**src/rtl/mem_access_ctrl.sv**
```systemverilog
// mem_access_ctrl: Enable/MFC bus master for an async 256-byte RAM.
// Splits dwords into two big-endian word beats; flags misalign/timeout.
module mem_access_ctrl #(
  parameter int SYNC_STAGES = 2,
  parameter int TIMEOUT     = 0
) (
  input  logic        Clk,
  input  logic        Reset,
  input  logic        Req,
  input  logic        RW,
  input  logic [7:0]  Addr,
  input  logic [1:0]  Size,
  input  logic [63:0] WData,
  output logic [63:0] RData,
  output logic        Done,
  output logic        Err,
  output logic        Busy,
  output logic        MemEnable,
  output logic        MemRW,
  output logic [7:0]  MemAddr,
  output logic [1:0]  MemSize,
  output logic [31:0] MemDataIn,
  input  logic [31:0] MemDataOut,
  input  logic        MFC
);

  typedef enum logic [1:0] {
    IDLE,
    ACCESS,
    RELEASE,
    DONE
  } state_t;

  localparam int TW = (TIMEOUT > 1) ? $clog2(TIMEOUT) : 1;
  localparam logic [TW-1:0] TLAST =
    TW'((TIMEOUT > 0) ? TIMEOUT - 1 : 0);

  state_t state_q, state_d;

  logic        beat_q, beat_d;
  logic        dw_q, dw_d;
  logic        err_q, err_d;
  logic [31:0] wlo_q, wlo_d;
  logic [63:0] rbuf_q, rbuf_d;
  logic [63:0] rdata_q, rdata_d;

  logic        men_q, men_d;
  logic        mrw_q, mrw_d;
  logic [7:0]  madr_q, madr_d;
  logic [1:0]  msz_q, msz_d;
  logic [31:0] mdin_q, mdin_d;

  logic [SYNC_STAGES-1:0] sync_q;
  logic [TW-1:0]          tmr_q, tmr_d;

  logic mfc_s;
  logic mis;
  logic expire;

  assign mfc_s  = sync_q[SYNC_STAGES-1];
  assign expire = (TIMEOUT > 0) && (tmr_q == TLAST);

  // Alignment check on the incoming request
  always_comb begin
    mis = 1'b0;
    case (Size)
      2'b01:   mis = Addr[0];
      2'b10:   mis = |Addr[1:0];
      2'b11:   mis = |Addr[2:0];
      default: mis = 1'b0;
    endcase
  end

  // MFC crosses in from the RAM's domain through a flop chain
  always_ff @(posedge Clk or posedge Reset) begin
    if (Reset) begin
      sync_q <= '0;
    end else begin
      sync_q <= {sync_q[SYNC_STAGES-2:0], MFC};
    end
  end

  // State and per-phase timer registers
  always_ff @(posedge Clk or posedge Reset) begin
    if (Reset) begin
      state_q <= IDLE;
      tmr_q   <= '0;
    end else begin
      state_q <= state_d;
      tmr_q   <= tmr_d;
    end
  end

  // Request, read data and RAM-side output registers
  always_ff @(posedge Clk or posedge Reset) begin
    if (Reset) begin
      beat_q  <= 1'b0;
      dw_q    <= 1'b0;
      err_q   <= 1'b0;
      wlo_q   <= '0;
      rbuf_q  <= '0;
      rdata_q <= '0;
      men_q   <= 1'b0;
      mrw_q   <= 1'b0;
      madr_q  <= '0;
      msz_q   <= '0;
      mdin_q  <= '0;
    end else begin
      beat_q  <= beat_d;
      dw_q    <= dw_d;
      err_q   <= err_d;
      wlo_q   <= wlo_d;
      rbuf_q  <= rbuf_d;
      rdata_q <= rdata_d;
      men_q   <= men_d;
      mrw_q   <= mrw_d;
      madr_q  <= madr_d;
      msz_q   <= msz_d;
      mdin_q  <= mdin_d;
    end
  end

  // Next-state, beat sequencing and read capture
  always_comb begin
    state_d = state_q;
    beat_d  = beat_q;
    dw_d    = dw_q;
    err_d   = err_q;
    wlo_d   = wlo_q;
    rbuf_d  = rbuf_q;
    rdata_d = rdata_q;
    mrw_d   = mrw_q;
    madr_d  = madr_q;
    msz_d   = msz_q;
    mdin_d  = mdin_q;
    tmr_d   = tmr_q + TW'(1);

    unique case (state_q)
      IDLE: begin
        if (Req) begin
          err_d  = mis;
          beat_d = 1'b0;
          dw_d   = (Size == 2'b11);
          wlo_d  = WData[31:0];
          rbuf_d = '0;
          if (mis) begin
            state_d = DONE;
          end else begin
            state_d = ACCESS;
            mrw_d   = RW;
            madr_d  = Addr;
            msz_d   = (Size == 2'b11) ? 2'b10 : Size;
            mdin_d  = (Size == 2'b11) ? WData[63:32]
                                      : WData[31:0];
          end
        end
      end

      ACCESS: begin
        if (expire) begin
          err_d   = 1'b1;
          state_d = DONE;
        end else if (mfc_s) begin
          state_d = RELEASE;
          if (mrw_q) begin
            case (msz_q)
              2'b00: rbuf_d = {56'b0, MemDataOut[7:0]};
              2'b01: rbuf_d = {48'b0, MemDataOut[15:0]};
              default: begin
                if (!dw_q) begin
                  rbuf_d = {32'b0, MemDataOut};
                end else if (beat_q) begin
                  rbuf_d[31:0] = MemDataOut;
                end else begin
                  rbuf_d[63:32] = MemDataOut;
                end
              end
            endcase
          end
        end
      end

      RELEASE: begin
        if (expire) begin
          err_d   = 1'b1;
          state_d = DONE;
        end else if (!mfc_s) begin
          if (dw_q && !beat_q) begin
            beat_d  = 1'b1;
            madr_d  = madr_q + 8'd4;
            mdin_d  = wlo_q;
            state_d = ACCESS;
          end else begin
            state_d = DONE;
            if (mrw_q) begin
              rdata_d = rbuf_d;
            end
          end
        end
      end

      DONE: begin
        state_d = IDLE;
      end
    endcase

    if (state_d != state_q) begin
      tmr_d = '0;
    end

    men_d = (state_q == ACCESS) && (state_d == ACCESS);
  end

  assign RData     = rdata_q;
  assign Done      = (state_q == DONE);
  assign Err       = (state_q == DONE) && err_q;
  assign Busy      = (state_q == ACCESS) || (state_q == RELEASE);
  assign MemEnable = men_q;
  assign MemRW     = mrw_q;
  assign MemAddr   = madr_q;
  assign MemSize   = msz_q;
  assign MemDataIn = mdin_q;

endmodule
```
**config.mk**
```make
export PLATFORM = sky130hd
export DESIGN_NAME = mem_access_ctrl
export DESIGN_NICKNAME = d
export VERILOG_FILES = /design/src/rtl/mem_access_ctrl.sv
export SDC_FILE = /design/constraint.sdc
export NUM_CORES = 1
export LEC_CHECK = 0
export ABC_AREA = 1
export CORE_UTILIZATION = 50
export DETAILED_ROUTE_END_ITERATION = 6
export HOLD_SLACK_MARGIN = 0.05
export MAX_ROUTING_LAYER = met4
export PLACE_DENSITY = 0.8
export RECOVER_POWER = 25
export REMOVE_ABC_BUFFERS = 1
export SLEW_MARGIN = 20
export SYNTH_ARGS = -nofsm -noshare
export SYNTH_HDL_FRONTEND = slang
export SYNTH_SLANG_ARGS = --single-unit
```
**constraint.sdc**
```tcl
create_clock -name Clk -period 8.6 [get_ports Clk]
set_input_delay 1.29 -clock Clk [delete_from_list [all_inputs] [get_ports Clk]]
set_output_delay 1.29 -clock Clk [all_outputs]
set_load 0.01 [all_outputs]
```
==> summary.md <==
| Metric | Value |
|---|---|
| Clock sink count | `211` |
| Worst r2r src | `state_q[0]` |
| Met3 WL | `about 1.8 mm` |
| Max Freq | `0.3177 GHz` |
| Post-route setup slack | `5.453 ns` |
| DRT met1 WL | `slightly below 10 mm` |
| Max cap viols | `0` |
| CP max stage cell | `a21oi_4` |
| First-pass iteration count of the detailed router | `5` |
| Yosys top cell area share | `57.40%` |
| WS Path Type | `register to register` |
| Most frequent cells in the layout | `384 x nand2_1, 218 x clkdlybuf4s50_1, 211 x dfrtp_1` |
| WP data required | `between 9 and 10 ns` |
| Overall Global Routing Usage | `24.94%` |
| Area Growth Syn to Fin | `33.02%` |
| Sequential element share of the synthesized area | `57.40%` |
| Post-CTS Setup Inserts | `0` |
| Die width | `between 100 and 150 um` |
| Fin. Hold Viols | `0` |
| Post-CTS Hold Buffers | `0` |
| Cell variety after synth | `27` |
| Cell breakdown of the critical path | `inv_1, ha_1, inv_2, buf_4, nand2_1, nand2_1, nand2_1, a21oi_4, nand2_1, nand2_1` |
| Antenna-violating nets left | `0` |
| Synth warn | `0` |
| VDD IR max | `0.0001965 V` |
| Later-pin clock latency in the skew report | `0.49 ns` |
| Grt total ovfl | `0` |
| CP Launch Type | `register` |
| Minimum clock period after layout | `approximately 3.1 ns` |
| Dpl hpwl | `14.13 mm` |
| Max FO, Critical Path | `68` |
| Total number of vias | `7747` |
| Number of global-route vias before repair | `7206` |
| Status | `complete, no violations` |
| Predominant post-synthesis flop cell | `dfrtp_1` |
| Unrepaired setup endpoints after global routing | `no` |
| Final setup fails | `0` |
| Largest net degree at the start of global routing | `149` |
| Starting Density | `approximately half` |
| CTS tree | `built` |
| Worst R2R Path Depth | `10` |
| Power Density | `330.9 mW/mm^2` |
| Clock root buffer | `clkbuf_16` |
| Layout cells sized above 1 | `6.979%` |
| Clock Path Buffers | `3` |
| Pins Over Slew Limit | `0` |
| H-tree Lvls | `1` |
| Synth top area cells | `dfrtp_1 57%, nand2_1 16%, o21ai_0 7.2%` |
| CP Capture Type | `register` |
| Routed WL per cell | `15.21 um` |
| Tcrit/Tclk final | `36.60%` |
| Max stage delay on crit path | `0.87 ns` |
| Layout Nets | `~1400` |
| Post-synth EDFFs | `0` |
| Max-slew headroom | `24.14%` |
| Async SR Flop Fraction | `100.0%` |
| Initial antenna violation count | `2` |
| I/O Buffers | `between 200 and 250` |
| Residual DRC | `0` |
| Max layer used | `met4` |
| Io pins | `222` |
| First-pass GRT wire length | `36.07 mm` |
| Arr. time, crit path | `3.57 ns` |
| Clk_skew | `around 0.0072 ns` |
| CP Capture Point | `MemDataIn[16]` |
| Util after Layout | `slightly below 70%` |
| Commonest non-fill, non-tap cell in the layout | `nand2_1` |
| Avg Inst Size Synth | `8.711 sq um` |
| Clk slew on worst S/H paths | `0.06 ns` |
| DP Worst Slack | `between 5 and 6 ns` |
| DRT Wirelength | `~23 mm` |
| Mapped Cells | `~1100` |
| Post-synthesis register bit count | `approximately 210` |
| Global placement routability congestion | `0.8119` |
| FF-to-FF End | `MemDataIn[16]` |
| Worst setup startpoint | `state_q[0]` |
| Core area | `0.01802 sq mm` |
| Vias/cell | `5.192` |
| Hold Path Class | `register to register` |
| CP dominant cell by count | `nand2_1` |
| Setup TNS | `0 ns` |
| Chip Height | `137.6 um` |
| Num CTS Buffers | `23` |
| Leakage | `5.484 nW` |
| Syn Std Cell Area | `0.009199 sq mm` |
| Post-CTS sizing | `0` |
| Metal2 WL | `10.71 mm` |
| Worst Max-Slew Pin Slew | `approximately 1.1 ns` |
| Row cnt | `just under 50` |
| Number of fill cells | `approximately 1500` |
| Die area | `approximately 0.019 sq mm` |
| R2R setup slack | `5.45 ns` |
| Initial DRC count | `452` |
| Cell taking the most area after synthesis | `dfrtp_1` |
==> synthesized netlist by cell type (5+ instances only) <==
| cell type | n |
|---|---|
| a31oi_1 | 32 |
| buf_2 | 26 |
| buf_6 | 6 |
| clkbuf_1 | 25 |
| dfrtp_1 | 211 |
| ha_1 | 5 |
| inv_1 | 81 |
| inv_2 | 5 |
| mux2_2 | 32 |
| nand2_1 | 384 |
| nand3_1 | 57 |
| nor2_1 | 38 |
| o21ai_0 | 132 |
==> sequential cells by signal, indices dropped and copies added (netlist names) <==
signal / flops
MemAddr: 8
MemDataIn: 32
MemEnable: 1
MemRW: 1
MemSize: 2
RData: 64
beat_q: 1
dw_q: 1
err_q: 1
rbuf_q: 64
state_q: 2
sync_q: 2
wlo_q: 32
==> layout make-up <==
class / count / area [sq um] / share of cell area (%)
clock inverters: 9 / 120.1 / 0.9816
clock buffers: 30 / 621.8 / 5.082
well taps: 229 / 286.5 / 2.342
multi-input cells: 696 / 3303 / 26.99
diodes: 2 / 5.005 / 0.04090
flip-flops and latches: 211 / 5280 / 43.15
repair buffers: 229 / 2285 / 18.67
inverters: 86 / 335.3 / 2.740
==> through the flow <==
stage	instances	hold WS [ns]	instance area, sq um	total power [W]
after floorplan	993	0.3312	8870	0.002356
after global placement	1450	0.3380	11460	0.003032
after detailed placement	1450	0.3347	11460	0.003081
after CTS	1489	0.3488	12200	0.004081
after global routing	1492	0.3676	12240	0.004326
final	1492	0.3478	12240	0.004049
==> logic make-up (layout without fill, tap and decap cells) <==
logic type	Yosys count	after routing	share of synthesized area, %
buffers and inverters	149	354	7.086
muxes	32	32	3.917
and+or+nand+nor	485	485	20.82
other	0	2	0
adders and majority gates	5	5	0.6801
AOI/OAI and AO/OA	174	174	10.09
DFF	211	211	57.40
==> per-layer routing <==
metal | up-vias | track usage (%)
li1 | 3755 | -
met1 | 3657 | 33.06
met2 | 304 | 39.81
met3 | 31 | 4.157
met4 | 0 | 6.593
met5 | - | -
==> where the power goes <==
group / internal [W] / switching (W) / total [W]
clock network: 0.000596 / 0.000379 / 0.000975
logic: 0.000668 / 0.000819 / 0.00149
registers: 0.00135 / 0.000241 / 0.00159
==> worst max-delay path: cells and delay by family, from the launching register on <==
kind,cells,cell delay [ns]
AND/OR/NAND/NOR,5,0.57
adder cells (fa/ha/maj),1,0.34
flip-flops,1,0.38
AO/OA/AOI/OAI,1,0.87
buffers and inverters,3,0.88
==> worst min path at each step <==
stage,start,to,slack [ns],depth (start not counted)
final,sync_q[0],sync_q[1],0.35,0
after global routing,sync_q[0],sync_q[1],0.37,0
after CTS,sync_q[0],sync_q[1],0.35,0
after detailed placement,sync_q[0],sync_q[1],0.33,0
after global placement,sync_q[0],sync_q[1],0.34,0
after floorplan,sync_q[0],sync_q[1],0.33,0
(Power assumes the default switching activity.)
